File: config.mk
export PLATFORM = sky130hd
export DESIGN_NAME = shift_scheduler
export DESIGN_NICKNAME = d
export VERILOG_FILES = /design/src/rtl/shift_scheduler.sv
export SDC_FILE = /design/constraint.sdc
export NUM_CORES = 1
export LEC_CHECK = 0
export ABC_AREA = 1
export BUFFER_PORTS_ARGS = -buffer_cell sky130_fd_sc_hd__buf_4
export CORE_MARGIN = 2
export CORE_UTILIZATION = 46
export CTS_CLUSTER_DIAMETER = 60
export CTS_CLUSTER_SIZE = 12
export DETAILED_ROUTE_END_ITERATION = 12
export PLACE_DENSITY_LB_ADDON = 0.25
export SYNTH_ARGS = -nofsm -noshare
export SYNTH_HDL_FRONTEND = slang
export SYNTH_SLANG_ARGS = --single-unit
File: constraint.sdc
create_clock -name i_clock -period 2.35 [get_ports i_clock]
set_input_delay 0.47 -clock i_clock [delete_from_list [all_inputs] [get_ports i_clock]]
set_output_delay 0.47 -clock i_clock [all_outputs]
set_load 0.02 [all_outputs]
File: src/rtl/shift_scheduler.sv
// ---------------------------------------------------------------------------
// shift_scheduler
//
// Purpose:
//   Shares one iterative Shifter datapath among R requesters. A round-robin
//   arbiter picks one pending op while idle, latches its operands, pulses
//   the Shifter start and holds its controls stable for the whole run. The
//   result is captured on the Shifter's finished flag and returned to the
//   requester that owns it over a valid/ready response channel.
//
// Parameters:
//   N  data and iteration-count width (must match the attached Shifter)
//   R  number of requesters (>= 2)
//
// Ports:
//   i_clock             clock, all state on the rising edge
//   i_reset             asynchronous active-low reset
//   i_req_valid[R]      per-requester op pending
//   o_req_ready[R]      one-hot grant, only while idle
//   i_req_direction[R]  per-requester direction (1 = left)
//   i_req_rotate[R]     per-requester mode (1 = rotate)
//   i_req_iterations    R packed N-bit shift counts
//   i_req_value         R packed N-bit operands
//   o_resp_valid[R]     one-hot result valid toward the owner
//   i_resp_ready[R]     per-requester result accept
//   o_resp_value[N]     captured result, shared by all requesters
//   o_busy              high whenever the scheduler is not idle
//   o_shift_*           start pulse and held controls toward the Shifter
//   i_shift_finished    Shifter done flag
//   i_shift_value       Shifter result
// ---------------------------------------------------------------------------
module shift_scheduler #(
    parameter int N = 8,
    parameter int R = 4
) (
    input  logic           i_clock,
    input  logic           i_reset,
    input  logic [R-1:0]   i_req_valid,
    output logic [R-1:0]   o_req_ready,
    input  logic [R-1:0]   i_req_direction,
    input  logic [R-1:0]   i_req_rotate,
    input  logic [R*N-1:0] i_req_iterations,
    input  logic [R*N-1:0] i_req_value,
    output logic [R-1:0]   o_resp_valid,
    input  logic [R-1:0]   i_resp_ready,
    output logic [N-1:0]   o_resp_value,
    output logic           o_busy,
    output logic           o_shift_start,
    output logic           o_shift_direction,
    output logic           o_shift_rotate,
    output logic [N-1:0]   o_shift_iterations,
    output logic [N-1:0]   o_shift_value,
    input  logic           i_shift_finished,
    input  logic [N-1:0]   i_shift_value
);

    localparam int PW = (R > 1) ? $clog2(R) : 1;

    typedef enum logic [1:0] {
        IDLE  = 2'd0,
        START = 2'd1,
        RUN   = 2'd2,
        RESP  = 2'd3
    } state_t;

    state_t          state_q, state_d;
    logic [PW-1:0]   ptr_q, ptr_d;
    logic [PW-1:0]   owner_q, owner_d;
    logic            dir_q, dir_d;
    logic            rot_q, rot_d;
    logic [N-1:0]    iter_q, iter_d;
    logic [N-1:0]    value_q, value_d;
    logic [N-1:0]    result_q, result_d;

    logic            grant_found;
    logic [PW-1:0]   grant_idx;
    logic [PW-1:0]   grant_next;
    logic [R-1:0]    grant_onehot;

    // Index of the requester 'offset' places after 'base', wrapping at R
    // (R need not be a power of two, so plain bit truncation is not enough).
    function automatic logic [PW-1:0] wrap_idx(input logic [PW-1:0] base, input int offset);
        int sum;
        sum = int'(base) + offset;
        if (sum >= R) begin
            sum = sum - R;
        end
        return PW'(sum);
    endfunction

    // Round-robin scan starting at the pointer; first pending requester wins.
    always_comb begin
        grant_found = 1'b0;
        grant_idx   = '0;
        for (int i = 0; i < R; i++) begin
            if (!grant_found && i_req_valid[wrap_idx(ptr_q, i)]) begin
                grant_found = 1'b1;
                grant_idx   = wrap_idx(ptr_q, i);
            end
        end
        grant_onehot = grant_found ? (R'(1) << grant_idx) : '0;
        grant_next   = wrap_idx(grant_idx, 1);
    end

    // State and latch registers.
    always_ff @(posedge i_clock or negedge i_reset) begin
        if (!i_reset) begin
            state_q  <= IDLE;
            ptr_q    <= '0;
            owner_q  <= '0;
            dir_q    <= 1'b0;
            rot_q    <= 1'b0;
            iter_q   <= '0;
            value_q  <= '0;
            result_q <= '0;
        end else begin
            state_q  <= state_d;
            ptr_q    <= ptr_d;
            owner_q  <= owner_d;
            dir_q    <= dir_d;
            rot_q    <= rot_d;
            iter_q   <= iter_d;
            value_q  <= value_d;
            result_q <= result_d;
        end
    end

    // Next-state logic. A finished flag already present in START means K was
    // zero and the Shifter is passing the operand straight through.
    always_comb begin
        state_d = state_q;
        unique case (state_q)
            IDLE:  if (grant_found) state_d = START;
            START: state_d = i_shift_finished ? RESP : RUN;
            RUN:   if (i_shift_finished) state_d = RESP;
            RESP:  if (i_resp_ready[owner_q]) state_d = IDLE;
            default: state_d = IDLE;
        endcase
    end

    // Operand latching on accept and result capture on finished. The
    // finished flag is only looked at in START and RUN, since the Shifter
    // counter keeps running and may raise it again at any time.
    always_comb begin
        ptr_d    = ptr_q;
        owner_d  = owner_q;
        dir_d    = dir_q;
        rot_d    = rot_q;
        iter_d   = iter_q;
        value_d  = value_q;
        result_d = result_q;
        if (state_q == IDLE && grant_found) begin
            ptr_d   = grant_next;
            owner_d = grant_idx;
            dir_d   = i_req_direction[grant_idx];
            rot_d   = i_req_rotate[grant_idx];
            iter_d  = i_req_iterations[int'(grant_idx)*N +: N];
            value_d = i_req_value[int'(grant_idx)*N +: N];
        end
        if ((state_q == START || state_q == RUN) && i_shift_finished) begin
            result_d = i_shift_value;
        end
    end

    // Outputs. The grant is gated by reset so that every output is zero
    // while reset is held, even though the state already reads IDLE.
    always_comb begin
        o_req_ready        = (state_q == IDLE && i_reset) ? grant_onehot : '0;
        o_busy             = (state_q != IDLE);
        o_shift_start      = (state_q == START);
        o_resp_valid       = (state_q == RESP) ? (R'(1) << owner_q) : '0;
        o_resp_value       = result_q;
        o_shift_direction  = dir_q;
        o_shift_rotate     = rot_q;
        o_shift_iterations = iter_q;
        o_shift_value      = value_q;
    end

endmodule

# [Word-level counts from Yosys, hierarchy flattened]
# Cells that the tools add are included.
# Widths: inputs -> output; s select.
[word_totals] mem_count=0 reg_bits=32 latch_bits=0 ramBits=0 out_inout_bits=36 romBits=0
[op_classes] multipliers=0 div=0 shift=4 n_reduce_logical=13 bitwise=0 magnitude_cmp=11 muxes=35 n_eq_ne=6 n_addsub=9
[op_table] op="$shiftx 32x6->8" n=2
[op_table] op="$mux 2" n=12
[op_table] op="$lt 2x3->1 const B" n=6
[op_table] op="$bmux 1 s2" n=7
[op_table] op="$ge 3x3->1 const B" n=4
[op_table] op="$mux 1" n=12
[op_table] op="$mux 4" n=3
[op_table] op="$sub 2x1->2 const B" n=5
[op_table] op="$pmux 2 s4" n=1
[op_table] op="$shl 1x2->4 const A" n=2
[op_table] op="$add 2x1->3 const B" n=2
[op_table] op="$add 2x2->3 const B" n=2
[op_table] op="$logic_and 1x1->1" n=6
[op_table] op="$ne 2x2->1 const B" n=3
[op_table] op="$eq 2x2->1 const B" n=2
[op_table] op="$ge 2x3->1 const B" n=1
[op_table] op="$logic_not 1->1" n=3
[op_table] op="$reduce_and 3->1" n=1
[op_table] op="$eq 2x1->1 const B" n=1
[op_table] op="$logic_not 2->1" n=1
[op_table] op="$reduce_bool 2->1" n=1
[op_table] op="$logic_or 1x1->1" n=1

# [Longest topological paths before layout]
[logic_depth] ltp_word=17 depth_mapped=16 ltp_nobuf=15

# [Worst setup path after synthesis]
# No wires, ideal clock.
[synth_path] kind="reg2out" start="register ptr_q[0]" end="output port o_req_ready[0]" n_path_buf=2 required_time_ps=1880 path_slack_ps=36 arrival_time_ps=1844 path_stages_with_launch=12 path_cell_list="dfrtp_1 -> buf_4 -> nand2_1 -> nand3_1 -> nand2_2 -> nor2_1 -> nor2_2 -> nand2_4 -> nand2_4 -> buf_6 -> nand2_1 -> nor3_1"
[synth_between] elab_chain_len=17 elab_cells_between_ends=40 classes_between="add/sub (7); order compare (4); shift (1); mux (22); reduce/logical (6)"
[synth_rtl] item="start, declared" line="67" source="logic [PW-1:0] ptr_q, ptr_d;"
[synth_rtl] item="start signal, assigned" line="118" source="ptr_q <= ptr_d;"
[synth_rtl] item="branches (longest 15 deep; another with $add 2x1->3)"
[synth_rtl] item="$mux 4 (*)" line="101" source="grant_onehot = grant_found ? (R'(1) << grant_idx) : '0;"
[synth_rtl] item="$mux 4 (*)" line="168" source="o_req_ready = (state_q == IDLE && i_reset) ? grant_onehot : '0;"
[synth_rtl] item="end, declared" line="39" source="output logic [R-1:0] o_req_ready,"
# Mark *: on every way between the ends. The select of a mux whose other input is x is not followed.

# [Worst setup path after layout]
# Same ends and word-level chain as after synthesis.

==> qor.txt <==
Total wire length: 7.93 mm
Average size of a mapped cell: 6.30 sq um
Sequential Power Share: 0.163
CTS Buffer Depth: 2
CP required: 1.88 ns
Die area: 5840 sq um
First-pass GRT wire length: 12.4 mm
CTS buffer count: 5
Final setup vio count: 4
I/O Pins: 127
Grt ovf: 0
F_max: 0.400 GHz
CP max FO: 5
Max_slew headroom: 0.730
Largest net degree at the start of global routing: 37
Final Worst Setup Slack: -0.148 ns
DRC Markers: 0
RSZ-0062 raised after global routing: true
Die Y: 76.4 um
Final HPWL DP: 5.41 mm
Peak VDD IR: 0.000871 V
DP Area: 3380 sq um
Placement Setup Slack: 0.119 ns
Antenna violations before repair: 0
Vias in the first global route: 2826
Part of the power in combinational logic: 0.744
Antenna-violating nets left: 0
Sequential area share after synthesis: 0.332
Worst path max stage delay: 0.45 ns
Async S/R FF share, synth: 1.00
DR pass1 iterations: 4
Total GRT Usage: 0.256
Die span in x: 76.4 um
Most used cell, CP: nand2_2
CTS clock-pin slew for the worst setup and hold paths: 0.07 ns
Ant. Diodes: 0
Max-Cap Viols: 0
Failing checks: setup timing
Leakage: 2.15 nW
Via-per-instance ratio: 4.99
Area Overhead vs Synth: 54.8%
Commonest non-fill, non-tap cell in the layout: nand2_1
Synth Instances: 383
Via count: 2942
NetSw: 3.30 mW
Clock share of power: 0.093
Internal power: 2.99 mW
Placed instance count: 569
Post-synth EDFFs: 0
Nets: 614
Final instance area: 3740 sq um
Port Buffers: 126
Hold Slack: 0.197 ns
Commonest cells after routing, fill and taps aside: nand2_1 (204), buf_4 (144), nand3_1 (42)
Unique cell type count in the Yosys netlist: 24
Slowest cell on the critical path: dfrtp_2
Synth warn: 0
Yosys reg bits: 32
Final Critical Period: 2.50 ns
Ys flop type: dfrtp_1
DR WL/cell: 13.5 um
Clk root buf: clkbuf_8
Row cnt: 26
Core Region: 5070 sq um
Net Count, Synth: 479
Filler cell count: 428
P per Cell Area: 1680 nW/um^2
Nature of the critical path endpoint: primary output
WP data arrival: 2.03 ns
Run status: finished, violations left
Worst-Skew Late Latency: 0.29 ns
CP startpoint kind: register
CTS sink count: 32
Hold Fails Final Rpt: 0
Crit share post-route: 1.06
Non-filler instance count after layout: 589
Clock Skew: 0.00501 ns
Fraction of layout cells with a size suffix above 1: 0.401
Routability cong.: 0.886
Initial Util: 0.476
CTS tree: done
Critical path class: reg -> out
Fin. max-slew vios: 0
Initial drt markers: 151
Worst-Margin Slew: 0.406 ns
Sw frac: 0.525
HP Class: in -> async
Htree depth: 2
Synthesized area: 2410 sq um
Cell Chain, Critical Path: buf_6 -> nand2_2 -> nand3_1 -> nand2_2 -> inv_2 -> nand2_2 -> nor2_4 -> nor2_4 -> nand2_2 -> nor3_2 -> buf_4
==> power by group through the flow <==
stage               clock [mW]  sequential, mW  combinational [mW]
finish                   0.584            1.02                4.68
CTS                      0.587            1.00                4.33
floorplan                    0            1.24                2.87
global placement             0           0.998                4.04
global route             0.609            1.06                5.18
detailed placement           0            1.00                4.12
==> critical path: cells and delay by family, from the launching register on <==
| family | cells | cell delay [ns] |
|---|---|---|
| buf+inv | 3 | 0.37 |
| flops | 1 | 0.45 |
| simple gates | 8 | 0.89 |
==> through the flow <==
step	power (mW)	utilization	setup TNS, ns
after global placement	5.04	0.667	0
after floorplan	4.11	-	0
after CTS	5.92	0.707	-0.0373
final	6.28	0.736	-0.498
after detailed placement	5.12	0.667	0
after global routing	6.85	0.736	-0.804
==> kinds of logic (layout without fill, tap and decap cells) <==
| logic type | after synthesis | in the layout | share of synthesized area |
|---|---|---|---|
| fa+ha+maj | 5 | 5 | 0.0259 |
| mux | 8 | 8 | 0.0373 |
| flops | 32 | 32 | 0.332 |
| buf+inv | 37 | 173 | 0.0819 |
| compound gates | 12 | 12 | 0.0285 |
| simple gates | 289 | 289 | 0.495 |
==> registers in the layout, indices dropped and copies added, names as in the netlist <==
signal / cells
o_resp_value: 8
o_shift_iterations: 8
o_shift_value: 8
owner_q: 2
ptr_q: 2
state_q: 2
o_shift_direction: 1
o_shift_rotate: 1
==> per-layer routing <==
layer	share of wire	GRT usage	wire, um
met5	0	0	0
met4	0.014	0.0691	109
met3	0.064	0.0533	504
met2	0.53	0.483	4230
met1	0.39	0.291	3090
==> area by class of cell <==
class / count / area, sq um / area share
inverters: 18 / 75.1 / 0.0201
clock inverters: 1 / 30.0 / 0.00803
well taps: 70 / 87.6 / 0.0234
repair buffers: 147 / 1110 / 0.298
flip-flops and latches: 32 / 803 / 0.215
clock buffers: 7 / 96.3 / 0.0258
multi-input cells: 314 / 1530 / 0.409
==> final timing paths <==
kind	start	endpoint	slack, ns	cells after the start
min in group i_clock	i_shift_value[7]	o_resp_value[7]	0.41	2
max in group asynchronous	i_reset	ptr_q[0]	1.83	2
worst min register to register	o_shift_direction	o_shift_direction	0.49	2
worst min-delay path	i_reset	state_q[0]	0.20	2
worst max-delay path	ptr_q[0]	o_req_ready[0]	-0.15	11
worst max register to register	ptr_q[0]	o_shift_value[6]	0.09	16
==> repair_timing <==
item / in CTS / in global routing
setup endpoints to repair: 4 / 4
cloned: 0 / 1
pin swaps: 8 / 11
gates resized for setup: 10 / 33
hold buffers: 0 / 0
buffers inserted: 6 / 5
==> synth_stat cells, types with 5 or more instances <==
| cell type | n | area share |
|---|---|---|
| nand2_1 | 221 | 0.34 |
| nand3_1 | 45 | 0.093 |
| dfrtp_1 | 32 | 0.33 |
| inv_1 | 14 | 0.022 |
| buf_2 | 11 | 0.023 |
| mux2_2 | 8 | 0.037 |
| nor3_1 | 7 | 0.015 |
| nor2_1 | 6 | 0.0093 |
| a21oi_1 | 5 | 0.010 |
| ha_1 | 5 | 0.026 |
Power figures use the tool's default switching activity.
